## src/rtl/uart_prog_pkg.sv

```systemverilog
// Shared constants for the UART program loader: frame bytes and FSM state encoding.
package uart_prog_pkg;

    localparam logic [7:0] SYNC      = 8'hA5;
    localparam logic [7:0] CMD_WRITE = 8'h01;
    localparam logic [7:0] CMD_RUN   = 8'h02;

    localparam logic [2:0] S_IDLE = 3'd0;
    localparam logic [2:0] S_CMD  = 3'd1;
    localparam logic [2:0] S_ADDR = 3'd2;
    localparam logic [2:0] S_LEN  = 3'd3;
    localparam logic [2:0] S_DATA = 3'd4;
    localparam logic [2:0] S_CSUM = 3'd5;

    function automatic logic [7:0] csum_add(input logic [7:0] acc, input logic [7:0] value);
        return acc + value;
    endfunction

endpackage

```

## src/rtl/uart_prog_loader_if.sv

```systemverilog
// Byte stream in, instruction-memory write port and status pulses out.
interface uart_prog_loader_if #(
    parameter int DATA_WIDTH = 16,
    parameter int ADDR_WIDTH = 8
);
    logic [7:0]            rx_byte;
    logic                  rx_valid;
    logic [ADDR_WIDTH-1:0] addr;
    logic [DATA_WIDTH-1:0] data;
    logic                  we;
    logic                  prog;
    logic                  busy;
    logic                  done;
    logic                  err_csum;
    logic                  err_cmd;
    logic                  err_timeout;

    modport slave (
        input  rx_byte, rx_valid,
        output addr, data, we, prog, busy, done, err_csum, err_cmd, err_timeout
    );

    modport master (
        output rx_byte, rx_valid,
        input  addr, data, we, prog, busy, done, err_csum, err_cmd, err_timeout
    );
endinterface

```

## src/rtl/uart_prog_word_asm.sv

```systemverilog
// Little-endian byte-to-word assembler; word/word_valid present the completed word
// combinationally on the strobe of its final byte so the caller can register it.
module uart_prog_word_asm #(
    parameter int DATA_WIDTH = 16
) (
    input  logic                  clk,
    input  logic                  reset,
    input  logic [7:0]            byte_data,
    input  logic                  strobe,
    input  logic                  clear,
    output logic [DATA_WIDTH-1:0] word,
    output logic                  word_valid
);
    localparam int WB = DATA_WIDTH / 8;
    localparam int CW = (WB > 1) ? $clog2(WB) : 1;

    logic [CW-1:0]         cnt;
    logic [DATA_WIDTH-1:0] acc;

    always_comb begin
        word = acc;
        word[cnt*8 +: 8] = byte_data;
        word_valid = strobe && (cnt == CW'(WB - 1));
    end

    always_ff @(posedge clk or negedge reset) begin
        if (!reset) begin
            cnt <= '0;
            acc <= '0;
        end else if (clear) begin
            cnt <= '0;
            acc <= '0;
        end else if (strobe) begin
            acc <= word;
            cnt <= word_valid ? '0 : cnt + 1'b1;
        end
    end
endmodule

```

## src/rtl/uart_prog_loader.sv

```systemverilog
// Frame parser that writes program words received over UART into instruction memory
// and holds the CPU in program mode until a good RUN frame arrives.
module uart_prog_loader
    import uart_prog_pkg::*;
#(
    parameter int DATA_WIDTH     = 16,
    parameter int ADDR_WIDTH     = 8,
    parameter int TIMEOUT_CYCLES = 100000
) (
    input logic               clk,
    input logic               reset,
    uart_prog_loader_if.slave bus
);
    // state | meaning
    // IDLE  | hunting for SYNC, other bytes dropped
    // CMD   | expecting command byte
    // ADDR  | collecting little-endian base address bytes
    // LEN   | expecting word count minus one
    // DATA  | assembling payload words, one write per word
    // CSUM  | expecting checksum byte
    localparam int AB  = (ADDR_WIDTH + 7) / 8;
    localparam int ACW = (AB > 1) ? $clog2(AB) : 1;
    localparam int TW  = $clog2(TIMEOUT_CYCLES);

    logic [2:0]            state, state_n;
    logic [7:0]            csum, csum_sum;
    logic [ADDR_WIDTH-1:0] base;
    logic [AB*8-1:0]       addr_wide;
    logic [ACW-1:0]        addr_idx;
    logic [7:0]            len, word_cnt;
    logic                  is_run;
    logic [TW-1:0]         timer;
    logic                  expire;
    logic [DATA_WIDTH-1:0] word;
    logic                  word_valid;
    logic                  last_word;
    logic                  done_n, err_csum_n, err_cmd_n, err_timeout_n;

    uart_prog_word_asm #(.DATA_WIDTH(DATA_WIDTH)) u_word_asm (
        .clk        (clk),
        .reset      (reset),
        .byte_data  (bus.rx_byte),
        .strobe     (bus.rx_valid && state == S_DATA),
        .clear      (state != S_DATA),
        .word       (word),
        .word_valid (word_valid)
    );

    // A byte arriving on the expiry cycle reloads the timer instead of timing out.
    assign expire    = (state != S_IDLE) && !bus.rx_valid && (timer == '0);
    assign csum_sum  = csum_add(csum, bus.rx_byte);
    assign last_word = word_valid && (word_cnt == len);

    always_comb begin
        addr_wide = '0;
        addr_wide[ADDR_WIDTH-1:0] = base;
        addr_wide[addr_idx*8 +: 8] = bus.rx_byte;
    end

    always_comb begin
        state_n       = state;
        done_n        = 1'b0;
        err_csum_n    = 1'b0;
        err_cmd_n     = 1'b0;
        err_timeout_n = 1'b0;
        if (expire) begin
            state_n       = S_IDLE;
            err_timeout_n = 1'b1;
        end else if (bus.rx_valid) begin
            case (state)
                S_IDLE: if (bus.rx_byte == SYNC) state_n = S_CMD;
                S_CMD: begin
                    if (bus.rx_byte == CMD_WRITE) begin
                        state_n = S_ADDR;
                    end else if (bus.rx_byte == CMD_RUN) begin
                        state_n = S_CSUM;
                    end else begin
                        state_n   = S_IDLE;
                        err_cmd_n = 1'b1;
                    end
                end
                S_ADDR: if (addr_idx == ACW'(AB - 1)) state_n = S_LEN;
                S_LEN:  state_n = S_DATA;
                S_DATA: if (last_word) state_n = S_CSUM;
                S_CSUM: begin
                    state_n = S_IDLE;
                    if (csum_sum != 8'h00) err_csum_n = 1'b1;
                    else if (is_run)       done_n     = 1'b1;
                end
                default: state_n = S_IDLE;
            endcase
        end
    end

    always_ff @(posedge clk or negedge reset) begin
        if (!reset) begin
            state           <= S_IDLE;
            csum            <= '0;
            base            <= '0;
            addr_idx        <= '0;
            len             <= '0;
            word_cnt        <= '0;
            is_run          <= 1'b0;
            timer           <= '0;
            bus.addr        <= '0;
            bus.data        <= '0;
            bus.we          <= 1'b0;
            bus.prog        <= 1'b0;
            bus.busy        <= 1'b0;
            bus.done        <= 1'b0;
            bus.err_csum    <= 1'b0;
            bus.err_cmd     <= 1'b0;
            bus.err_timeout <= 1'b0;
        end else begin
            state           <= state_n;
            bus.busy        <= (state_n != S_IDLE);
            bus.done        <= done_n;
            bus.err_csum    <= err_csum_n;
            bus.err_cmd     <= err_cmd_n;
            bus.err_timeout <= err_timeout_n;
            bus.we          <= 1'b0;

            if (bus.rx_valid)
                timer <= TW'(TIMEOUT_CYCLES - 1);
            else if (state != S_IDLE && timer != '0)
                timer <= timer - 1'b1;

            if (bus.rx_valid) begin
                case (state)
                    S_IDLE: csum <= '0;
                    S_CMD: begin
                        csum     <= csum_sum;
                        is_run   <= (bus.rx_byte == CMD_RUN);
                        addr_idx <= '0;
                        if (bus.rx_byte == CMD_WRITE) bus.prog <= 1'b1;
                    end
                    S_ADDR: begin
                        csum     <= csum_sum;
                        base     <= addr_wide[ADDR_WIDTH-1:0];
                        addr_idx <= addr_idx + 1'b1;
                    end
                    S_LEN: begin
                        csum     <= csum_sum;
                        len      <= bus.rx_byte;
                        word_cnt <= '0;
                    end
                    S_DATA: begin
                        csum <= csum_sum;
                        if (word_valid) begin
                            bus.we   <= 1'b1;
                            bus.addr <= base + ADDR_WIDTH'(word_cnt);
                            bus.data <= word;
                            word_cnt <= word_cnt + 1'b1;
                        end
                    end
                    S_CSUM: if (done_n) bus.prog <= 1'b0;
                    default: ;
                endcase
            end
        end
    end
endmodule
```

## src/flat_wrapper.sv

```systemverilog
// flat-port wrapper written by rule: the top's interface ports become plain ports
module uart_prog_loader_flat import uart_prog_pkg::*;
#(
    parameter int DATA_WIDTH     = 16,
    parameter int ADDR_WIDTH     = 8,
    parameter int TIMEOUT_CYCLES = 100000
)
  (clk, reset, bus_rx_byte, bus_rx_valid, bus_addr, bus_data, bus_we, bus_prog, bus_busy, bus_done, bus_err_csum, bus_err_cmd, bus_err_timeout);
  uart_prog_loader_if #(.DATA_WIDTH(DATA_WIDTH), .ADDR_WIDTH(ADDR_WIDTH)) bus_i ();
  input logic clk;
  input logic reset;
  input wire logic [$bits(bus_i.rx_byte)-1:0] bus_rx_byte;
  input wire logic [$bits(bus_i.rx_valid)-1:0] bus_rx_valid;
  output wire logic [$bits(bus_i.addr)-1:0] bus_addr;
  output wire logic [$bits(bus_i.data)-1:0] bus_data;
  output wire logic [$bits(bus_i.we)-1:0] bus_we;
  output wire logic [$bits(bus_i.prog)-1:0] bus_prog;
  output wire logic [$bits(bus_i.busy)-1:0] bus_busy;
  output wire logic [$bits(bus_i.done)-1:0] bus_done;
  output wire logic [$bits(bus_i.err_csum)-1:0] bus_err_csum;
  output wire logic [$bits(bus_i.err_cmd)-1:0] bus_err_cmd;
  output wire logic [$bits(bus_i.err_timeout)-1:0] bus_err_timeout;
  assign bus_i.rx_byte = bus_rx_byte;
  assign bus_i.rx_valid = bus_rx_valid;
  assign bus_addr = bus_i.addr;
  assign bus_data = bus_i.data;
  assign bus_we = bus_i.we;
  assign bus_prog = bus_i.prog;
  assign bus_busy = bus_i.busy;
  assign bus_done = bus_i.done;
  assign bus_err_csum = bus_i.err_csum;
  assign bus_err_cmd = bus_i.err_cmd;
  assign bus_err_timeout = bus_i.err_timeout;
  uart_prog_loader #(.DATA_WIDTH(DATA_WIDTH), .ADDR_WIDTH(ADDR_WIDTH), .TIMEOUT_CYCLES(TIMEOUT_CYCLES)) u_core (.clk(clk), .reset(reset), .bus(bus_i));
endmodule
```

## config.mk

```make
export PLATFORM = sky130hd
export DESIGN_NAME = uart_prog_loader_flat
export DESIGN_NICKNAME = d
export VERILOG_FILES = /design/src/rtl/uart_prog_pkg.sv /design/src/rtl/uart_prog_loader_if.sv /design/src/rtl/uart_prog_word_asm.sv /design/src/rtl/uart_prog_loader.sv /design/src/flat_wrapper.sv
export SDC_FILE = /design/constraint.sdc
export NUM_CORES = 1
export LEC_CHECK = 0
export ABC_AREA = 1
export CELL_PAD_IN_SITES_DETAIL_PLACEMENT = 0
export CELL_PAD_IN_SITES_GLOBAL_PLACEMENT = 1
export CORE_MARGIN = 3
export CORE_UTILIZATION = 30
export DETAILED_ROUTE_END_ITERATION = 10
export PLACE_DENSITY_LB_ADDON = 0.1
export SLEW_MARGIN = 20
export SYNTH_ARGS = -nofsm -noshare
export SYNTH_HDL_FRONTEND = slang
export SYNTH_HIERARCHICAL = 1
export SYNTH_SLANG_ARGS = --single-unit
```

## constraint.sdc

```tcl
create_clock -name clk -period 3.65 [get_ports clk]
set_clock_uncertainty 0.15 [all_clocks]
set_input_delay 0.365 -clock clk [delete_from_list [all_inputs] [get_ports clk]]
set_output_delay 0.365 -clock clk [all_outputs]
set_load 0.1 [all_outputs]
```

==> impl_metrics.toml, run 1 <==
[synth]
synthCells = 721
syn_area_um2 = 5530
async_reset_ff_share_pct = 100
ys_warn_count = 6
postSynthAreaPerCell_um2 = 7.67
yosysSeqAreaShare_pct = 46.1
synthFlopType = "dfrtp_1"
ys_types = 39
synth_seq_cells = 102
synth-edff-count = 0
syn-num-nets = 750

[clocking]
ctsHoldBuffers = 0
clk_pin_slew_worst_paths_ns = 0.08
cts_buffer_depth = 2
postCtsSetupRepairBufs = 0
cts-root-buf = "clkbuf_16"
clock_latency_ns = 0.36
cts_tree = "done"
h-tree-depth = 3
cts_resized = 0
cts_sinks = 102
cts_buffers = 9

[detailed_routing]
dr.pass1.iters = 4
drtIter0Drc = 238
vias = 4581
drc = 0
drt-vias-per-instance = 4.59
drt-total-wl_um = 14200
wl_per_cell_um = 14.2
antenna_left = 0

[power]
leakage_uw = 0.00326
switching_share_pct = 36.5
powerDensity_nw_per_um2 = 511
combPwrFrac_pct = 27.9
p_switching_uw = 1210
finalPower_uw = 3310
pwr-share-seq_pct = 43.0
clockPowerShare_pct = 29.1
p_int_uw = 2100
ir_drop_uv = 253

[min_path]
holdCritPathClass = "in -> async"

[sta]
report.final.setup_viol = 0
slew_headroom_pct = 34.1
worstMarginPinSlew_ns = 0.985
finalHoldViolations = 55
drv_slew = 0
max_freq_mhz = 357
fin_crit_ns = 2.80
fin_crit_sh_pct = 76.7
tns_ns = 0
whs_ns = -0.0259
rsz0062_at_grt = "false"

[setup_path]
crit_arrival_ns = 2.95
crit_path_max_fanout = 28
worstSetupPathType = "reg -> reg"
cp.required_ns = 3.80
start_kind = "flop"
worstSetupEndpointType = "flop"

[placement]
dp_hpwl_um = 10200
place_congestion = 0.822
port_buffers = 41
placedCellCount = 982

[global_route]
grt_max_degree = 65
grt-ovfl-total = 0
antenna_found_initial = 0
grt_usage_pct = 15.1
grt_pass1_vias = 4644
grt_pass1_wl_um = 24300

[floorplanning]
core_um2 = 18000
rows = 49
fp.dieW_um = 142
dieHeight_um = 142
dieArea_um2 = 20100
initial_core_util_pct = 30.7
io_pins = 42

[finish]
fin_util_pct = 35.9
fin_cells = 998
nets = 793
syn_to_final_growth_pct = 17.1
diodes = 0
drive_gt1_share_pct = 6.63

[status]
violations = "hold timing"
run_status = "finished, violations left"

[job]
maxCapViolCount = 0
[cell type report]
type / instances / area [um^2]
fillers: 1915 / 11500
multi-input cells: 522 / 2570
flip-flops and latches: 102 / 2550
repair buffers: 48 / 473
inverters: 81 / 312
well taps: 229 / 287
clock buffers: 9 / 225
clock inverters: 7 / 62.6
[registers in the layout (all words and copies together), names as in the netlist]
name	count
u_core/bus.data	16
u_core/csum	8
u_core/u_word_asm/cnt	1
u_core/len	8
u_core/is_run	1
u_core/state	3
u_core/bus.addr	8
u_core/bus.err_timeout	1
u_core/addr_idx	1
u_core/u_word_asm/acc	16
u_core/bus.err_cmd	1
u_core/bus.we	1
u_core/bus.err_csum	1
u_core/bus.busy	1
u_core/bus.prog	1
u_core/timer	17
u_core/bus.done	1
u_core/base	8
u_core/word_cnt	8
[layer usage]
metal / vias up / global-route usage, % / wire (um)
met5: - / 0 / 0
met4: 0 / 3.54 / 138
met3: 9 / 3.34 / 485
met2: 62 / 23.4 / 6430
met1: 2149 / 21.7 / 7110
li1: 2361 / - / -
[critical path, cell delays in order, from the launching register on]
cell and delay, ns:
dfrtp_1 0.43, inv_2 0.12, nand2_2 0.07, nor2_1 0.16
inv_2 0.12, nor2_1 0.31, nand2_1 0.09, inv_1 0.11
nand4_1 0.18, buf_4 0.29, inv_1 0.25, buf_4 0.29
nand2_1 0.09, nand2_1 0.06
[kinds of logic (layout without fill, tap and decap cells)]
kind of cell / Yosys count / in the layout / share of synthesized area, %
buffers and inverters: 97 / 145 / 7.49
AO/OA/AOI/OAI: 77 / 77 / 7.44
AND/OR/NAND/NOR: 408 / 408 / 31.6
adder cells (fa/ha/maj): 18 / 18 / 4.34
XOR/XNOR: 19 / 19 / 3.01
flip-flops: 102 / 102 / 46.1
[cells in the mapped netlist (8+ instances only)]
cell type	instances	area, um^2
nand3_1	23	115
nand4_1	14	87.6
o21ai_0	37	185
nor2_1	51	191
xor2_1	13	114
dfrtp_1	102	2550
inv_2	8	30.0
nor3_1	15	75.1
ha_1	16	200
nand2_1	283	1060
a21oi_1	23	115
inv_1	71	267
[layout by cell type, fill, tap and decap left out, types with 2 or more instances in the layout]
cell / netlist / final
nand2_1: 283 / 283
dfrtp_1: 102 / 102
inv_1: 71 / 71
nor2_1: 51 / 51
clkdlybuf4s50_1: 0 / 40
o21ai_0: 37 / 37
nand3_1: 23 / 23
a21oi_1: 23 / 23
ha_1: 16 / 16
nor3_1: 15 / 15
nand4_1: 14 / 14
xor2_1: 13 / 13
clkbuf_16: 0 / 9
inv_2: 8 / 8
buf_4: 3 / 7
inv_6: 1 / 6
xnor2_1: 6 / 6
o21ai_1: 5 / 5
nand2_2: 4 / 4
nand3b_1: 4 / 4
o31ai_1: 4 / 4
nor2_2: 3 / 3
nor2_4: 3 / 3
o22ai_1: 3 / 3
nand3b_4: 2 / 2
o21a_1: 2 / 2
fa_1: 2 / 2
[power by group through the flow]
stage,Clock (uW),Sequential [uW],Combinational (uW)
2_1_floorplan,0,1440,660
3_3_place_gp,0,1450,925
3_5_place_dp,0,1450,929
4_1_cts,1000,1430,935
5_1_grt,1060,1450,1070
6_report,963,1430,924
[stage by stage]
stage | setup slack, ns | instance area [um^2]
floorplan | 1.44 | 5530
global placement | 0.801 | 6190
detailed placement | 0.789 | 6190
CTS | 0.812 | 6480
global route | 0.497 | 6480
finish | 0.852 | 6480
[final timing paths]
kind	startpoint	to	slack, ns	cells past startpoint
worst max register to register	u_core/state[1]	u_core/bus.data[4]	0.85	13
worst max-delay path	u_core/state[1]	u_core/bus.data[4]	0.85	13
worst min register to register	u_core/bus.data[3]	u_core/bus.data[3]	0.33	2
worst min-delay path	reset	u_core/bus.addr[1]	-0.03	1
min in group clk	u_core/bus.data[3]	u_core/bus.data[3]	0.33	2
max in group asynchronous	reset	u_core/csum[7]	2.68	2
(Power assumes the default switching activity.)
==> run 2, diff against run 1 <==
clock period = 2.65 ns   (was 3.65 ns; I/O delays follow)
==> run 2 against run 1 <==
Compared with the run above: the flow now finishes without violations; sequential share of layout area down 0.32 points; combinational power grew 40%; via count is 1.9% higher; clock-buffer cell count stayed put; global-route usage grew 0.12 points; cell count increased by 1.5%; register-to-register slack worse by 0.54 ns; sequential power rose by 37%; routed wire length increased by 1.9%; non-clock buffer count increased by 15; flip-flop and latch count unchanged; largest cell class unchanged; largest power group unchanged.
==> impl_metrics.toml, run 2 (synthesis results as in run 1) <==
[sta]
tns_ns = 0
finalHoldViolations = 0
report.final.setup_viol = 0
max_freq_mhz = 427
slew_headroom_pct = 40.9
rsz0062_at_grt = "false"
fin_crit_ns = 2.34
fin_crit_sh_pct = 88.3
whs_ns = 0.314
worstMarginPinSlew_ns = 0.886
drv_slew = 0

[placement]
port_buffers = 41
dp_hpwl_um = 10500
place_congestion = 0.808

[detailed_routing]
dr.pass1.iters = 5
drc = 0
drt-vias-per-instance = 4.61
antenna_left = 0
wl_per_cell_um = 14.2
drt-total-wl_um = 14400
drtIter0Drc = 212
vias = 4670

[finish]
drive_gt1_share_pct = 12.2
nets = 808
fill_cells = 1974
syn_to_final_growth_pct = 18.0
top_register = "u_core/timer"
diodes = 0
mostFrequentLayoutCells = "283 x nand2_1, 102 x dfrtp_1, 71 x inv_1, 52 x buf_4, 51 x nor2_1"
largest_register_ffs = 17
top_regs = "u_core/timer x17, u_core/bus.data x16, u_core/u_word_asm/acc x16"
mostFrequentLayoutCell = "nand2_1"

[clocking]
clk_pin_slew_worst_paths_ns = 0.08
cts_resized = 0
postCtsSetupRepairBufs = 0
cts-root-buf = "clkbuf_16"
h-tree-depth = 3
cts_tree = "done"
cts_sinks = 102
cts_buffers = 9
clock_latency_ns = 0.36
ctsHoldBuffers = 1
cts_buffer_depth = 2

[floorplanning]
fp.dieW_um = 142
dieHeight_um = 142
dieArea_um2 = 20100
initial_core_util_pct = 30.7
core_um2 = 18000
rows = 49
io_pins = 42

[setup_path]
cp.required_ns = 2.78
crit_arrival_ns = 2.47
worstSetupEndpointType = "flop"
worstSetupPathType = "reg -> reg"
start_kind = "flop"
crit_path_max_fanout = 29

[global_route]
grt_usage_pct = 15.3
grt_pass1_vias = 4761
grt_max_degree = 67
antenna_found_initial = 0
grt_pass1_wl_um = 24500
grt-ovfl-total = 0

[power]
leakage_uw = 0.00339
powerDensity_nw_per_um2 = 704
ir_drop_uv = 331

[job]
maxCapViolCount = 0

[status]
run_status = "complete, no violations"

[min_path]
holdCritPathClass = "reg -> reg"
run 2: stage by stage:
step / cells / worst slack (ns) / power [uW] / utilization, % / instance area [um^2]
after floorplan: 721 / 0.439 / 2890 / - / 5530
after detailed placement: 996 / 0.138 / 3290 / 34.5 / 6220
after global placement: 996 / 0.163 / 3280 / 34.5 / 6220
final: 1013 / 0.311 / 4600 / 36.2 / 6530
after global routing: 1013 / 0.00119 / 4980 / 36.2 / 6530
after CTS: 1013 / 0.283 / 4690 / 36.2 / 6530
run 2: cell type report:
| class | instances | area (um^2) | share of cell area, % |
|---|---|---|---|
| clock buffers | 9 | 225 | 3.45 |
| clock inverters | 7 | 77.6 | 1.19 |
| inverters | 81 | 312 | 4.77 |
| multi-input cells | 522 | 2570 | 39.3 |
| flip-flops and latches | 102 | 2550 | 39.1 |
| well taps | 229 | 287 | 4.39 |
| repair buffers | 63 | 510 | 7.82 |
run 2: worst paths after layout:
| check | to | from | depth (start not counted) | slack (ns) |
|---|---|---|---|---|
| setup reg to reg | u_core/bus.addr[3] | u_core/state[1] | 13 | 0.31 |
| hold reg to reg | u_core/bus.err_timeout | u_core/timer[16] | 1 | 0.31 |
| max in group asynchronous | u_core/timer[14] | reset | 3 | 1.26 |
| hold / removal | u_core/bus.err_timeout | u_core/timer[16] | 1 | 0.31 |
| setup / recovery | u_core/bus.addr[3] | u_core/state[1] | 13 | 0.31 |
| min in group asynchronous | u_core/bus.addr[2] | reset | 2 | 0.41 |
run 2: routing by layer:
| layer | global-route usage, % | routed length [um] |
|---|---|---|
| met3 | 2.22 | 473 |
| met5 | 0 | 0 |
| met4 | 5.15 | 212 |
| met1 | 21.8 | 7320 |
| met2 | 23.6 | 6430 |
run 2: critical path, stage by stage (launching register included):
cell and delay, ns:
dfrtp_1 0.43, inv_2 0.11, nand2_2 0.07, nor2_1 0.18
inv_2 0.05, nor2_1 0.13, nand2_1 0.07, inv_1 0.10
nand4_1 0.15, buf_4 0.29, inv_1 0.11, buf_4 0.20
nand2_1 0.07, o21ai_0 0.14
run 2: power by group:
part	leakage, uW	internal (uW)	switching [uW]
registers	0.00133	1780	182
clock network	0.000144	671	684
logic	0.00192	473	812
==> run 3, diff against run 2 <==
CTS_CLUSTER_DIAMETER = 150   (was default)
==> results of run 3 <==
The final DEF is identical to that of run 2; final timing and power are the same.
==> edit (config.mk and constraints of run 2) <==
`DATA_WIDTH` is set to 16 in 4 places; all go to 8.
--- a/src/rtl/uart_prog_loader_if.sv
+++ b/src/rtl/uart_prog_loader_if.sv
@@ -1,6 +1,6 @@
 // Byte stream in, instruction-memory write port and status pulses out.
 interface uart_prog_loader_if #(
-    parameter int DATA_WIDTH = 16,
+    parameter int DATA_WIDTH = 8,
     parameter int ADDR_WIDTH = 8
 );
     logic [7:0]            rx_byte;
--- a/src/rtl/uart_prog_word_asm.sv
+++ b/src/rtl/uart_prog_word_asm.sv
@@ -1,7 +1,7 @@
 // Little-endian byte-to-word assembler; word/word_valid present the completed word
 // combinationally on the strobe of its final byte so the caller can register it.
 module uart_prog_word_asm #(
-    parameter int DATA_WIDTH = 16
+    parameter int DATA_WIDTH = 8
 ) (
     input  logic                  clk,
     input  logic                  reset,
--- a/src/rtl/uart_prog_loader.sv
+++ b/src/rtl/uart_prog_loader.sv
@@ -3,7 +3,7 @@
 module uart_prog_loader
     import uart_prog_pkg::*;
 #(
-    parameter int DATA_WIDTH     = 16,
+    parameter int DATA_WIDTH     = 8,
     parameter int ADDR_WIDTH     = 8,
     parameter int TIMEOUT_CYCLES = 100000
 ) (
--- a/src/flat_wrapper.sv
+++ b/src/flat_wrapper.sv
@@ -1,7 +1,7 @@
 // flat-port wrapper written by rule: the top's interface ports become plain ports
 module uart_prog_loader_flat import uart_prog_pkg::*;
 #(
-    parameter int DATA_WIDTH     = 16,
+    parameter int DATA_WIDTH     = 8,
     parameter int ADDR_WIDTH     = 8,
     parameter int TIMEOUT_CYCLES = 100000
 )
Interface: changed (resized bus_data); port bits go from 42 to 34. No check against the original RTL was run, so the function may have changed too.
==> edit against run 2 <==
- wire length decreased by 13%
- count of clock-buffer cells in the layout up 4
- area after synthesis fell by 12%
- critical path type unchanged
- worst setup slack gained 140 ps
- cell area shrank 12%
- sequential cell count fell by 16
- total power increased by 4.0%
==> edit: results (changes against run 2) <==
| Metric | Value |
|---|---|
| Outcome | finished, final reports clean |
| Initial DRC count | 200 (-5.7%) |
| Synth area leader | dfrtp_1 |
| Placed Area | 0.005439 sq mm (-13%) |
| Routed length per instance | 14.26 um (+0.10%) |
| Warnings, synthesis | 6 (unchanged) |
| Port Buf Inserts | 33 (-20%) |
| Worst skew pair latency | 340 ps (-20 ps) |
| Worst hold endpoint | u_core/bus.err_timeout |
| Worst R2R End | u_core/bus.addr[6] |
| Worst EP arrival | 2280 ps (-190 ps) |
| Number of distinct library cells after synthesis | 43 (+10%) |
| Post-CTS Setup Bufs | 0 (unchanged) |
| Met3 Usage GRT | 3.210% (+0.99 points) |
| Largest net degree at the start of global routing | 48 (-28%) |
| Worst-Margin Slew | 601.1 ps (-285.2 ps) |
| Worst r2r src | u_core/word_cnt[0] |
| Top cell family by delay on the critical path | simple AND/OR/NAND/NOR gates |
| Largest register FFs | 17 (unchanged) |
| Dominant cells by area after synthesis | dfrtp_1 44%, nand2_1 14%, inv_1 5.9% |
| Worst r2r path cells | 11 (-2) |
| Async SR Flop Fraction | 100.0% (unchanged) |
| Nets | 697 (-14%) |
| Met1 Track Usage GR | 20.06% (-1.8 points) |
| Ant diodes | 0 (unchanged) |
| Share of layout cells above drive strength 1 | 13.97% (+1.7 points) |
| Flop-to-flop setup slack | 450 ps (+140 ps) |
| Total track usage | 14.76% (-0.50 points) |
| Worst hold path type | reg -> reg |
| Commonest cells in the netlist | 187 x nand2_1, 86 x dfrtp_1, 77 x inv_1 |
| Slowest-stage cell, CP | dfrtp_1 |
| Clock-pin transition on the worst setup and hold timing paths | 60 ps (-20 ps) |
| Routability cong. | 0.8181 (+1.2%) |
| H-tree levels | 3 (unchanged) |
| CTS buffer count | 9 (unchanged) |
| Detailed-route via count | 3999 (-14%) |
| Met2 Use GR | 23.93% (+0.29 points) |
| Number of global-route vias before repair | 3933 (-17%) |
| Worst Hold Depth | 1 (unchanged) |
| Initial antenna violation count | 0 (unchanged) |
| Hold Path Origin | u_core/timer[16] |
| TritonRoute pass-1 iters | 4 (-1) |
| Root Driver | clkbuf_16 |
| Worst IR Drop VDD | 0.4902 mV (+48%) |
| Buffer depth of the longest clock path | 2 (unchanged) |
| Worst-path maximum fanout | 4 (-86%) |
| Sequential area share after synthesis | 44.27% (-1.9 points) |
| Leakage power | 0.002891 uW (-15%) |
| CP max stage delay | 430 ps (about the same) |
| DP HPWL | 9295 um (-12%) |
| First-pass GRT wire length | 20880 um (-15%) |
| Largest register by flop count | u_core/timer |
| Syn Nets | 650 (-13%) |
[edit: cell types whose count changed in the layout (fill, tap and decap cells not counted), sizes merged, moves of 6 or more]
cell and change:
dfrtp -16, nand2 -81, buf -16, o22ai +6
[edit: cell type report]
cell class                      instances  area (sq um)
Fill cell                            1691          9821
Multi-Input combinational cell        439          2316
Sequential cell                        86          2152
Timing Repair Buffer                   47         390.4
Inverter                               85         326.6
Tap cell                              211         264.0
Clock buffer                           13         250.2
Clock inverter                          3         20.02
[edit: worst max path at each step]
| stage | from | end |
|---|---|---|
| after floorplan | u_core/word_cnt[0] | u_core/bus.addr[6] |
| final | u_core/word_cnt[0] | u_core/bus.addr[6] |
| after CTS | u_core/word_cnt[0] | u_core/bus.addr[6] |
| after detailed placement | bus_rx_byte[0] | u_core/bus.prog |
| after global placement | bus_rx_byte[0] | u_core/bus.prog |
| after global routing | u_core/word_cnt[0] | u_core/bus.addr[6] |
[edit: where the power goes]
| group | total [uW] | switching, uW | internal, uW |
|---|---|---|---|
| Sequential | 1700 | 172 | 1520 |
| Clock | 1200 | 537 | 661 |
| Combinational | 1890 | 1400 | 492 |
[edit: layer usage]
metal	vias to the layer above	wire length (um)
met5	-	0
met4	0	125
met3	9	302
met2	41	5829
met1	1876	6352
li1	2073	-
[edit: cell families (layout without fill, tap and decap cells)]
group / after synthesis / after routing / synth area share (%)
XOR/XNOR: 19 / 19 / 3.423
flip-flops: 86 / 86 / 44.27
AO/OA/AOI/OAI: 76 / 76 / 8.623
buffers and inverters: 96 / 148 / 8.082
AND/OR/NAND/NOR: 326 / 326 / 30.66
adder cells (fa/ha/maj): 18 / 18 / 4.942
[edit: worst reg2reg max path: stages, from the launching register on]
cell and delay (ps):
dfrtp_1 430, ha_1 220, inv_1 60, fa_1 380
nand3b_1 160, nand2_1 90, nand2_1 70, nand2_1 60
a21oi_1 70, or2_2 270, nand3_1 70, nand2_1 60
[edit: repair_timing]
action | CTS | global route
gates resized for setup | 0 | 0
hold buffers | 1 | 0
endpoints found under the hold margin | 39 | 0
[edit: stage by stage]
stage / hold WS, ps / setup slack, ps / instances / total power (uW) / util [%]
after global routing: 343.7 / 237.0 / 884 / 5092 / 36.80
after CTS: 314.8 / 430.3 / 884 / 4864 / 36.80
after global placement: 141.1 / 194.6 / 867 / 3616 / 35.00
after detailed placement: 150.3 / 133.0 / 867 / 3625 / 35.00
after floorplan: -180.6 / 644.9 / 621 / 3154 / -
final: 311.7 / 452.0 / 884 / 4783 / 36.80
